<file path="src/rtl/idex_pkg.sv">
// ID/EX stage shared types: the payload bundle carried from decode to execute.
// Default operand widths and writeback-select encodings live here as well.
package idex_pkg;

  localparam int P_XLEN = 32;
  localparam int P_VLEN = 48;
  localparam int P_RAW  = 5;
  localparam int P_ALUW = 5;

  localparam logic [1:0] M2R_ALU = 2'd0;
  localparam logic [1:0] M2R_MEM = 2'd1;
  localparam logic [1:0] M2R_PC4 = 2'd2;

  typedef struct packed {
    logic              mem_write;
    logic              alu_src;
    logic              reg_write;
    logic [1:0]        mem_to_reg;
    logic [P_ALUW-1:0] alu_ctrl;
    logic [P_XLEN-1:0] pc;
    logic [P_XLEN-1:0] rd1;
    logic [P_XLEN-1:0] rd2;
    logic [P_XLEN-1:0] imm;
    logic [P_RAW-1:0]  rd;
    logic [P_RAW-1:0]  vd;
    logic [P_VLEN-1:0] rd1v;
    logic [P_VLEN-1:0] rd2v;
    logic [P_XLEN-1:0] br_target;
  } idex_payload_t;

  localparam idex_payload_t IDEX_PAYLOAD_RST = '0;

endpackage

</file>
<file path="src/rtl/idex_if.sv">
// Decode-side and execute-side handshake bus of the ID/EX stage.
// slave is the stage itself; master is whoever drives decode and execute.
interface idex_if
  import idex_pkg::*;
#(
  parameter int XLEN = P_XLEN,
  parameter int VLEN = P_VLEN,
  parameter int RAW  = P_RAW,
  parameter int ALUW = P_ALUW
) ();

  logic            in_valid;
  logic            in_ready;
  logic            in_mem_write;
  logic            in_alu_src;
  logic            in_reg_write;
  logic [1:0]      in_mem_to_reg;
  logic [ALUW-1:0] in_alu_ctrl;
  logic [XLEN-1:0] in_pc;
  logic [XLEN-1:0] in_rd1;
  logic [XLEN-1:0] in_rd2;
  logic [XLEN-1:0] in_imm;
  logic [RAW-1:0]  in_rd;
  logic [RAW-1:0]  in_vd;
  logic [VLEN-1:0] in_rd1v;
  logic [VLEN-1:0] in_rd2v;

  logic            out_valid;
  logic            out_ready;
  logic            out_mem_write;
  logic            out_alu_src;
  logic            out_reg_write;
  logic [1:0]      out_mem_to_reg;
  logic [ALUW-1:0] out_alu_ctrl;
  logic [XLEN-1:0] out_pc;
  logic [XLEN-1:0] out_rd1;
  logic [XLEN-1:0] out_rd2;
  logic [XLEN-1:0] out_imm;
  logic [RAW-1:0]  out_rd;
  logic [RAW-1:0]  out_vd;
  logic [VLEN-1:0] out_rd1v;
  logic [VLEN-1:0] out_rd2v;
  logic [XLEN-1:0] out_br_target;

  modport slave (
    input  in_valid, in_mem_write, in_alu_src, in_reg_write,
    input  in_mem_to_reg, in_alu_ctrl, in_pc, in_rd1, in_rd2,
    input  in_imm, in_rd, in_vd, in_rd1v, in_rd2v,
    input  out_ready,
    output in_ready,
    output out_valid, out_mem_write, out_alu_src, out_reg_write,
    output out_mem_to_reg, out_alu_ctrl, out_pc, out_rd1, out_rd2,
    output out_imm, out_rd, out_vd, out_rd1v, out_rd2v, out_br_target
  );

  modport master (
    output in_valid, in_mem_write, in_alu_src, in_reg_write,
    output in_mem_to_reg, in_alu_ctrl, in_pc, in_rd1, in_rd2,
    output in_imm, in_rd, in_vd, in_rd1v, in_rd2v,
    output out_ready,
    input  in_ready,
    input  out_valid, out_mem_write, out_alu_src, out_reg_write,
    input  out_mem_to_reg, out_alu_ctrl, out_pc, out_rd1, out_rd2,
    input  out_imm, out_rd, out_vd, out_rd1v, out_rd2v, out_br_target
  );

endinterface

</file>
<file path="src/rtl/idex_skid_buf.sv">
// Generic two-entry skid buffer: main entry drives the output, skid entry
// absorbs one extra beat so the upstream ready is a pure flop output.
module idex_skid_buf #(
  parameter int W = 8
) (
  input  logic         clk,
  input  logic         rst,
  input  logic         flush,
  input  logic         i_valid,
  output logic         o_ready,
  input  logic [W-1:0] i_data,
  output logic         o_valid,
  input  logic         i_ready,
  output logic [W-1:0] o_data
);

  localparam logic [1:0] S_EMPTY = 2'b00;
  localparam logic [1:0] S_FULL  = 2'b10;
  localparam logic [1:0] S_SKID  = 2'b11;

  logic         r_main_v;
  logic         r_skid_v;
  logic [W-1:0] r_main_d;
  logic [W-1:0] r_skid_d;
  logic [1:0]   w_state;
  logic         w_acc;
  logic         w_fire;

  assign w_state = {r_main_v, r_skid_v};
  assign w_acc   = i_valid && !r_skid_v && !flush;
  assign w_fire  = r_main_v && i_ready;

  always_ff @(posedge clk) begin
    if (rst) begin
      r_main_v <= 1'b0;
      r_skid_v <= 1'b0;
      r_main_d <= '0;
      r_skid_d <= '0;
    end else if (flush) begin
      r_main_v <= 1'b0;
      r_skid_v <= 1'b0;
    end else begin
      unique case (w_state)
        S_EMPTY: begin
          if (w_acc) begin
            r_main_v <= 1'b1;
            r_main_d <= i_data;
          end
        end
        S_FULL: begin
          if (w_fire && w_acc) begin
            r_main_d <= i_data;
          end else if (w_fire) begin
            r_main_v <= 1'b0;
          end else if (w_acc) begin
            r_skid_v <= 1'b1;
            r_skid_d <= i_data;
          end
        end
        S_SKID: begin
          if (w_fire) begin
            r_main_d <= r_skid_d;
            r_skid_v <= 1'b0;
          end
        end
        default: begin
          r_main_v <= 1'b0;
          r_skid_v <= 1'b0;
        end
      endcase
    end
  end

  assign o_valid = r_main_v;
  assign o_ready = !r_skid_v;
  assign o_data  = r_main_d;

endmodule

</file>
<file path="src/rtl/idex_stage_reg.sv">
// ID/EX pipeline register: packs decode fields, adds the branch target,
// buffers through a skid pair and gates commit bits on bubbles.
module idex_stage_reg
  import idex_pkg::*;
#(
  parameter int XLEN = P_XLEN,
  parameter int VLEN = P_VLEN,
  parameter int RAW  = P_RAW,
  parameter int ALUW = P_ALUW,
  parameter int CNTW = 16
) (
  input  logic            clk,
  input  logic            rst,
  input  logic            flush,
  idex_if.slave           bus,
  output logic [CNTW-1:0] stall_cnt
);

  localparam int PW = $bits(idex_payload_t);

  idex_payload_t   w_in;
  idex_payload_t   w_out;
  logic            w_ov;
  logic [CNTW-1:0] r_stall;

  always_comb begin
    w_in            = IDEX_PAYLOAD_RST;
    w_in.mem_write  = bus.in_mem_write;
    w_in.alu_src    = bus.in_alu_src;
    w_in.reg_write  = bus.in_reg_write;
    w_in.mem_to_reg = bus.in_mem_to_reg;
    w_in.alu_ctrl   = bus.in_alu_ctrl;
    w_in.pc         = bus.in_pc;
    w_in.rd1        = bus.in_rd1;
    w_in.rd2        = bus.in_rd2;
    w_in.imm        = bus.in_imm;
    w_in.rd         = bus.in_rd;
    w_in.vd         = bus.in_vd;
    w_in.rd1v       = bus.in_rd1v;
    w_in.rd2v       = bus.in_rd2v;
    // Target rides with the entry so execute never sees a recomputed sum
    w_in.br_target  = bus.in_pc + bus.in_imm;
  end

  idex_skid_buf #(
    .W(PW)
  ) u_skid (
    .clk     (clk),
    .rst     (rst),
    .flush   (flush),
    .i_valid (bus.in_valid),
    .o_ready (bus.in_ready),
    .i_data  (w_in),
    .o_valid (w_ov),
    .i_ready (bus.out_ready),
    .o_data  (w_out)
  );

  assign bus.out_valid      = w_ov;
  assign bus.out_mem_write  = w_ov && w_out.mem_write;
  assign bus.out_reg_write  = w_ov && w_out.reg_write;
  assign bus.out_alu_src    = w_out.alu_src;
  assign bus.out_mem_to_reg = w_out.mem_to_reg;
  assign bus.out_alu_ctrl   = ALUW'(w_out.alu_ctrl);
  assign bus.out_pc         = XLEN'(w_out.pc);
  assign bus.out_rd1        = XLEN'(w_out.rd1);
  assign bus.out_rd2        = XLEN'(w_out.rd2);
  assign bus.out_imm        = XLEN'(w_out.imm);
  assign bus.out_rd         = RAW'(w_out.rd);
  assign bus.out_vd         = RAW'(w_out.vd);
  assign bus.out_rd1v       = VLEN'(w_out.rd1v);
  assign bus.out_rd2v       = VLEN'(w_out.rd2v);
  assign bus.out_br_target  = XLEN'(w_out.br_target);

  always_ff @(posedge clk) begin
    if (rst) begin
      r_stall <= '0;
    end else if (w_ov && !bus.out_ready && (r_stall != {CNTW{1'b1}})) begin
      r_stall <= r_stall + 1'b1;
    end
  end

  assign stall_cnt = r_stall;

endmodule

</file>
<file path="src/flat_wrapper.sv">
// flat-port wrapper written by rule: the top's interface ports become plain ports
module idex_stage_reg_flat import idex_pkg::*;
#(
  parameter int XLEN = P_XLEN,
  parameter int VLEN = P_VLEN,
  parameter int RAW  = P_RAW,
  parameter int ALUW = P_ALUW,
  parameter int CNTW = 16
)
  (clk, rst, flush, stall_cnt, bus_in_valid, bus_in_mem_write, bus_in_alu_src, bus_in_reg_write, bus_in_mem_to_reg, bus_in_alu_ctrl, bus_in_pc, bus_in_rd1, bus_in_rd2, bus_in_imm, bus_in_rd, bus_in_vd, bus_in_rd1v, bus_in_rd2v, bus_out_ready, bus_in_ready, bus_out_valid, bus_out_mem_write, bus_out_alu_src, bus_out_reg_write, bus_out_mem_to_reg, bus_out_alu_ctrl, bus_out_pc, bus_out_rd1, bus_out_rd2, bus_out_imm, bus_out_rd, bus_out_vd, bus_out_rd1v, bus_out_rd2v, bus_out_br_target);
  idex_if #(.XLEN(XLEN), .VLEN(VLEN), .RAW(RAW), .ALUW(ALUW)) bus_i ();
  input  logic clk;
  input  logic rst;
  input  logic flush;
  output logic [CNTW-1:0] stall_cnt;
  input wire logic [$bits(bus_i.in_valid)-1:0] bus_in_valid;
  input wire logic [$bits(bus_i.in_mem_write)-1:0] bus_in_mem_write;
  input wire logic [$bits(bus_i.in_alu_src)-1:0] bus_in_alu_src;
  input wire logic [$bits(bus_i.in_reg_write)-1:0] bus_in_reg_write;
  input wire logic [$bits(bus_i.in_mem_to_reg)-1:0] bus_in_mem_to_reg;
  input wire logic [$bits(bus_i.in_alu_ctrl)-1:0] bus_in_alu_ctrl;
  input wire logic [$bits(bus_i.in_pc)-1:0] bus_in_pc;
  input wire logic [$bits(bus_i.in_rd1)-1:0] bus_in_rd1;
  input wire logic [$bits(bus_i.in_rd2)-1:0] bus_in_rd2;
  input wire logic [$bits(bus_i.in_imm)-1:0] bus_in_imm;
  input wire logic [$bits(bus_i.in_rd)-1:0] bus_in_rd;
  input wire logic [$bits(bus_i.in_vd)-1:0] bus_in_vd;
  input wire logic [$bits(bus_i.in_rd1v)-1:0] bus_in_rd1v;
  input wire logic [$bits(bus_i.in_rd2v)-1:0] bus_in_rd2v;
  input wire logic [$bits(bus_i.out_ready)-1:0] bus_out_ready;
  output wire logic [$bits(bus_i.in_ready)-1:0] bus_in_ready;
  output wire logic [$bits(bus_i.out_valid)-1:0] bus_out_valid;
  output wire logic [$bits(bus_i.out_mem_write)-1:0] bus_out_mem_write;
  output wire logic [$bits(bus_i.out_alu_src)-1:0] bus_out_alu_src;
  output wire logic [$bits(bus_i.out_reg_write)-1:0] bus_out_reg_write;
  output wire logic [$bits(bus_i.out_mem_to_reg)-1:0] bus_out_mem_to_reg;
  output wire logic [$bits(bus_i.out_alu_ctrl)-1:0] bus_out_alu_ctrl;
  output wire logic [$bits(bus_i.out_pc)-1:0] bus_out_pc;
  output wire logic [$bits(bus_i.out_rd1)-1:0] bus_out_rd1;
  output wire logic [$bits(bus_i.out_rd2)-1:0] bus_out_rd2;
  output wire logic [$bits(bus_i.out_imm)-1:0] bus_out_imm;
  output wire logic [$bits(bus_i.out_rd)-1:0] bus_out_rd;
  output wire logic [$bits(bus_i.out_vd)-1:0] bus_out_vd;
  output wire logic [$bits(bus_i.out_rd1v)-1:0] bus_out_rd1v;
  output wire logic [$bits(bus_i.out_rd2v)-1:0] bus_out_rd2v;
  output wire logic [$bits(bus_i.out_br_target)-1:0] bus_out_br_target;
  assign bus_i.in_valid = bus_in_valid;
  assign bus_i.in_mem_write = bus_in_mem_write;
  assign bus_i.in_alu_src = bus_in_alu_src;
  assign bus_i.in_reg_write = bus_in_reg_write;
  assign bus_i.in_mem_to_reg = bus_in_mem_to_reg;
  assign bus_i.in_alu_ctrl = bus_in_alu_ctrl;
  assign bus_i.in_pc = bus_in_pc;
  assign bus_i.in_rd1 = bus_in_rd1;
  assign bus_i.in_rd2 = bus_in_rd2;
  assign bus_i.in_imm = bus_in_imm;
  assign bus_i.in_rd = bus_in_rd;
  assign bus_i.in_vd = bus_in_vd;
  assign bus_i.in_rd1v = bus_in_rd1v;
  assign bus_i.in_rd2v = bus_in_rd2v;
  assign bus_i.out_ready = bus_out_ready;
  assign bus_in_ready = bus_i.in_ready;
  assign bus_out_valid = bus_i.out_valid;
  assign bus_out_mem_write = bus_i.out_mem_write;
  assign bus_out_alu_src = bus_i.out_alu_src;
  assign bus_out_reg_write = bus_i.out_reg_write;
  assign bus_out_mem_to_reg = bus_i.out_mem_to_reg;
  assign bus_out_alu_ctrl = bus_i.out_alu_ctrl;
  assign bus_out_pc = bus_i.out_pc;
  assign bus_out_rd1 = bus_i.out_rd1;
  assign bus_out_rd2 = bus_i.out_rd2;
  assign bus_out_imm = bus_i.out_imm;
  assign bus_out_rd = bus_i.out_rd;
  assign bus_out_vd = bus_i.out_vd;
  assign bus_out_rd1v = bus_i.out_rd1v;
  assign bus_out_rd2v = bus_i.out_rd2v;
  assign bus_out_br_target = bus_i.out_br_target;
  idex_stage_reg #(.XLEN(XLEN), .VLEN(VLEN), .RAW(RAW), .ALUW(ALUW), .CNTW(CNTW)) u_core (.clk(clk), .rst(rst), .flush(flush), .bus(bus_i), .stall_cnt(stall_cnt));
endmodule
</file>
<file path="config.mk">
export PLATFORM = sky130hd
export DESIGN_NAME = idex_stage_reg_flat
export DESIGN_NICKNAME = d
export VERILOG_FILES = /design/src/rtl/idex_pkg.sv /design/src/rtl/idex_if.sv /design/src/rtl/idex_skid_buf.sv /design/src/rtl/idex_stage_reg.sv /design/src/flat_wrapper.sv
export SDC_FILE = /design/constraint.sdc
export NUM_CORES = 1
export LEC_CHECK = 0
export CAP_MARGIN = 20
export CELL_PAD_IN_SITES_DETAIL_PLACEMENT = 0
export CELL_PAD_IN_SITES_GLOBAL_PLACEMENT = 1
export CORE_ASPECT_RATIO = 1.1
export CORE_MARGIN = 2
export CORE_UTILIZATION = 40
export DETAILED_ROUTE_END_ITERATION = 10
export GPL_ROUTABILITY_DRIVEN = 0
export HOLD_SLACK_MARGIN = 0.15
export PLACE_DENSITY_LB_ADDON = 0.1
export SLEW_MARGIN = 5
export SYNTH_ARGS = -nofsm -noshare
export SYNTH_HDL_FRONTEND = slang
export SYNTH_SLANG_ARGS = --single-unit
</file>
<file path="constraint.sdc">
create_clock -name clk -period 5.16 [get_ports clk]
set_input_delay 0.516 -clock clk [delete_from_list [all_inputs] [get_ports clk]]
set_output_delay 0.516 -clock clk [all_outputs]
set_load 0.02 [all_outputs]
</file>
After elaboration in Yosys (flattened, before gate mapping)
Index checks and enable logic that the tools add are counted.
Operators by class
  add/sub/neg operators: 2
  multipliers: 0
  div/mod/pow operators: 0
  order comparisons: 0
  equality and inequality tests: 10
  shift operators: 0
  mux-type cells: 11
  bitwise gates (word level): 5
  reductions and logical operators: 18
Operator list (count)
  $mux W276: 3
  $pmux W276 S3: 1
  $add A32 B32 Y32: 1
  $add A16 B1 Y16 const B: 1
  $ne A16 B16 Y1 const B: 1
  $reduce_and A5 Y1: 3
  $ne A2 B2 Y1 const B: 7
  $logic_and A1 B1 Y1: 8
  $pmux W1 S3: 2
  $mux W1: 5
  $not A1 Y1: 5
  $eq A2 B2 Y1 const B: 2
  $reduce_and A4 Y1: 1
  $logic_not A1 Y1: 3
  $reduce_bool A3 Y1: 1
  $logic_not A2 Y1: 1
  $reduce_or A2 Y1: 1
Storage, ports and cells
  register bits: 570
  bits in latches: 0
  bits in writable memories: 0
  ROM bits: 0
  bits of input ports: 249
  output and inout bits: 294
  logic and storage cells: 51
  memories kept: 0

Longest topological paths before layout
  word-level depth: 7
  mapped depth: 10
  mapped depth without buffers: 10

Cells and area by module
A second synthesis with hierarchy kept.
Second synthesis, totals
  cell total of the unflattened synthesis: 3243
  area, all modules: 28275.9 um2
By module, submodules not included
  idex_skid_buf: times used 1, cells each 2931, area an instance 25867.3 um2, sequential area each 11090.6 um2
  idex_stage_reg: times used 1, cells each 312, area an instance 2408.6 um2, sequential area each 320.3 um2

Worst setup path before layout
Ideal clock, no wire load.
  kind: input port to flip-flop
  from: in bus_in_imm[0]
  to: reg u_core.u_skid.r_main_d[28] (netlist: u_core.u_skid.o_data[28])
  setup time: 86 ps
  data arrival time: 2627 ps
  required time: 5074 ps
  setup slack: 2448 ps
  stages on the path: 10
  buffers on the path: 0
  path through: ha_1 -> fa_1 -> a211oi_1 -> o21ai_1 -> a21oi_1 -> o2111ai_1 -> a311oi_1 -> xnor2_1 -> nand2_1 -> a211oi_1
Between the ends
  cells in the longest elaborated chain, start to end: 3
  elaborated cells on any way between the ends: 4
  those cells by class: add/sub: 1; mux: 3
RTL lines
  start: declaration: line flat_wrapper.sv:25  | input wire logic [$bits(bus_i.in_imm)-1:0] bus_in_imm;
  $add A32 B32 Y32 (*): line idex_stage_reg.sv:42  | w_in.br_target = bus.in_pc + bus.in_imm;
  $mux W276 (on tied branches): line idex_skid_buf.sv:51, idex_skid_buf.sv:45
  $pmux W276 S3 (*): line idex_skid_buf.sv:43  | unique case (w_state)
  end signal: assignment: line idex_skid_buf.sv:47  | r_main_d <= i_data;
  end signal: assignment: line idex_skid_buf.sv:52  | r_main_d <= i_data;
  end signal: assignment: line idex_skid_buf.sv:62  | r_main_d <= r_skid_d;
  end: declaration: line idex_skid_buf.sv:23  | logic [W-1:0] r_main_d;
Mark *: on every way between the ends. The rest lies on a longest branch, timed or not. The select of a mux whose other input is x is not followed.
A chain may end at the register's enable or synchronous reset.

Worst setup path after layout
Same ends and word-level chain as after synthesis.

==> qor.yml <==
nNetsFinal: 3737
fillers: 6145
fin_worst_skew_ns: 0.0126
place_hpwl_um: 55600
crit_arrival_ns: 3.72
setup_violations: 0
cp_slowest_cell: "clkdlybuf4s50_1"
fin_tns_setup_ns: 0
path_depth: 11
cts.sinks: 570
worstMarginPinSlew_ns: 1.07
post-route-period-util_pct: 61.9
p_switching_mw: 2.79
grtUsageMet1_pct: 31.4
dieArea_mm2: 0.0665
synthDistinctLibCells: 69
holdCritStartpoint: "u_core.u_skid.r_skid_d[163]"
synthArstFlopShare_pct: 0
reg2regPathDepth: 6
clock_latency_ns: 0.62
ys_ff_latch: 570
pwr-share-comb_pct: 14.7
syn_nets: 3631
busiest_layer: "met2"
critPathMaxFanout: 5
core_area_mm2: 0.0637
io_buffers: 542
hold_viol: 0
chipWidth_um: 246
clk_pin_slew_ns: 0.06
h-tree-depth: 2
ys_seq_area_share_pct: 44.3
cp.required_ns: 5.68
io_pins: 543
critPathLaunch: "bus_in_imm[0]"
clkPwrFrac_pct: 41.6
drv_cap: 0
wl_per_cell_um: 19.4
first_pass_iters: 6
die_h_um: 270
root_buffer: "clkbuf_16"
p_leak_nw: 11.2
postRouteWirelength_um: 84300
avgSynthCellArea_um2: 7.70
status: "finished, final reports clean"
grt_pass1_vias: 21200
crit_chain: "clkdlybuf4s50_1 -> ha_1 -> fa_1 -> a211oi_1 -> o21ai_1 -> a21oi_1 -> o2111ai_1 -> a311oi_1 -> xnor2_1 -> nand2_1 -> a211oi_1"
syn_inst: 3349
relSlewSlack_pct: 28.5
use_met2_pct: 39.4
cts_hold_buf: 0
clockBufferDepth: 3
rr_startpoint: "u_core.u_skid.o_valid"
num_rows: 97
min_path_cells: 2
grtUsageMet3_pct: 5.21
postRouteAntennaNets: 0
route.detailed.drc: 0
fin_hold_ws_ns: 0.453
cpMostUsedCell: "a211oi_1"
via_per_inst: 5.28
peakVddDrop_mv: 0.249
crit_type: "in2reg"
p_int_mw: 7.89
grt_antenna_before_repair: 10
p_seq_share_pct: 43.7
syn-cell-area_mm2: 0.0258
grt_pass1_wl_um: 127000
slowest_delay_ns: 0.47
path_buf_inv: 1
cp_top_family: "compound AO/OA/AOI/OAI gates"
final_area_mm2: 0.0316
grt.total_usage_pct: 24.2
syn_to_final_growth_pct: 22.7
endpoint_kind: "flop"
initial_core_util_pct: 40.5
ys.flop_type: "dfxtp_1"
post_cts_buffers: 0
grt_max_degree: 195
ys_warn_count: 0
period_minus_slack_ns: 3.19
start_kind: "input port"
fmax_mhz: 313
placed_cell_area_mm2: 0.0296
drive_gt1_share_pct: 4.05
drt_iter0_drc: 1700
via_count: 23000
hold_path.class: "reg2reg"
cts_tree: "yes"
rsz0062_at_grt: "false"
cts-buffers-inserted: 61
p_per_area_mw_per_mm2: 338
synth_edf_count: 0
sw_frac_of_total_pct: 26.1
ctsResizeCount: 0
drv_slew: 0
gr-total-overflow: 0
power by group through the flow:
| stage | sequential, mW | combinational (mW) | clock, mW |
|---|---|---|---|
| 2_1_floorplan | 4.74 | 1.01 | 0 |
| 3_3_place_gp | 4.76 | 1.55 | 0 |
| 3_5_place_dp | 4.77 | 1.56 | 0 |
| 4_1_cts | 4.67 | 1.57 | 4.57 |
| 5_1_grt | 4.69 | 1.68 | 4.74 |
| 6_report | 4.67 | 1.57 | 4.44 |
state kept, by name, summed over array words and instances (netlist names):
name	count
u_core.stall_cnt	16
u_core.u_skid.o_data	276
u_core.u_skid.o_valid	1
u_core.u_skid.r_skid_d	276
u_core.u_skid.r_skid_v	1
cells by family after synthesis:
kind of cell / count (synthesis) / share of synthesized area (%)
mux: 4 / 0.155
flops: 570 / 44.3
compound gates: 686 / 18.4
simple gates: 1487 / 22.5
buf+inv: 536 / 11.9
xor+xnor: 33 / 1.12
fa+ha+maj: 33 / 1.63
tightest hold or removal path: cells and delay by family, from the launching register on:
kind / cells / cell delay, ns
compound gates: 1 / 0.05
flops: 1 / 0.31
simple gates: 1 / 0.05
path summary, 6_finish.rpt:
check	to	slack, ns
worst max-delay path	u_core.u_skid.o_data[28]	1.97
worst min-delay path	u_core.u_skid.r_skid_d[163]	0.45
worst max register to register	u_core.u_skid.r_skid_d[128]	2.50
worst min register to register	u_core.u_skid.r_skid_d[163]	0.45
cell usage after synthesis (3+ instances only):
library cell / count / area (um^2)
o211ai_1: 4 / 30.0
ha_1: 32 / 400
buf_2: 4 / 20.0
or4_1: 3 / 22.5
a311oi_1: 260 / 2280
buf_1: 11 / 41.3
and3_1: 7 / 43.8
nand4_1: 6 / 37.5
a31oi_1: 6 / 37.5
dfxtp_1: 570 / 11400
o21ai_0: 23 / 115
nor2b_1: 3 / 18.8
nand3_1: 16 / 80.1
xnor2_1: 20 / 175
clkbuf_1: 234 / 878
a21oi_1: 314 / 1570
nand2b_1: 3 / 18.8
a211oi_1: 24 / 180
nand2_1: 1081 / 4060
o21a_1: 3 / 22.5
xor2_1: 13 / 114
nor4_1: 3 / 18.8
and2_1: 9 / 56.3
a21o_1: 21 / 158
nor2_1: 322 / 1210
or3_1: 9 / 56.3
nor3_1: 8 / 40.0
mux2i_1: 4 / 40.0
o21ai_1: 5 / 25.0
buf_4: 275 / 2060
nand3b_1: 4 / 30.0
inv_1: 10 / 37.5
per-stage QoR:
step	worst slack (ns)	util, %	power (mW)	cells
global route	1.72	49.6	11.1	4352
global placement	1.45	46.4	6.31	4233
floorplan	2.45	-	5.75	3349
detailed placement	1.45	46.4	6.33	4233
CTS	2.07	49.6	10.8	4344
finish	1.97	49.7	10.7	4353
cell usage in the layout, fill, tap and decap left out, types with 23 or more instances in the layout:
cell type,count
clkdlybuf4s50_1,541
nor2_1,321
a311oi_1,260
o21ai_0,23
nand2_1,1080
a21oi_1,314
a211oi_1,24
clkbuf_16,63
ha_1,32
dfxtp_1,570
layer usage:
layer	part of all wire, %	wire length (um)
met3	7.1	6000
met2	47	39700
met5	0.032	27
met1	42	35700
met4	3.4	2830
area by class of cell:
cell class / count / area, um^2 / share of cell area [%]
tap: 841 / 1050 / 3.33
clock inverter: 11 / 134 / 0.423
inverter: 10 / 37.5 / 0.119
multi-input combinational: 2243 / 11300 / 35.8
sequential: 570 / 11400 / 36.1
antenna: 9 / 22.5 / 0.0712
clock buffer: 100 / 1900 / 5.99
timing repair buffer: 569 / 5750 / 18.2
Note: power is estimated with default switching activity, not from simulation.
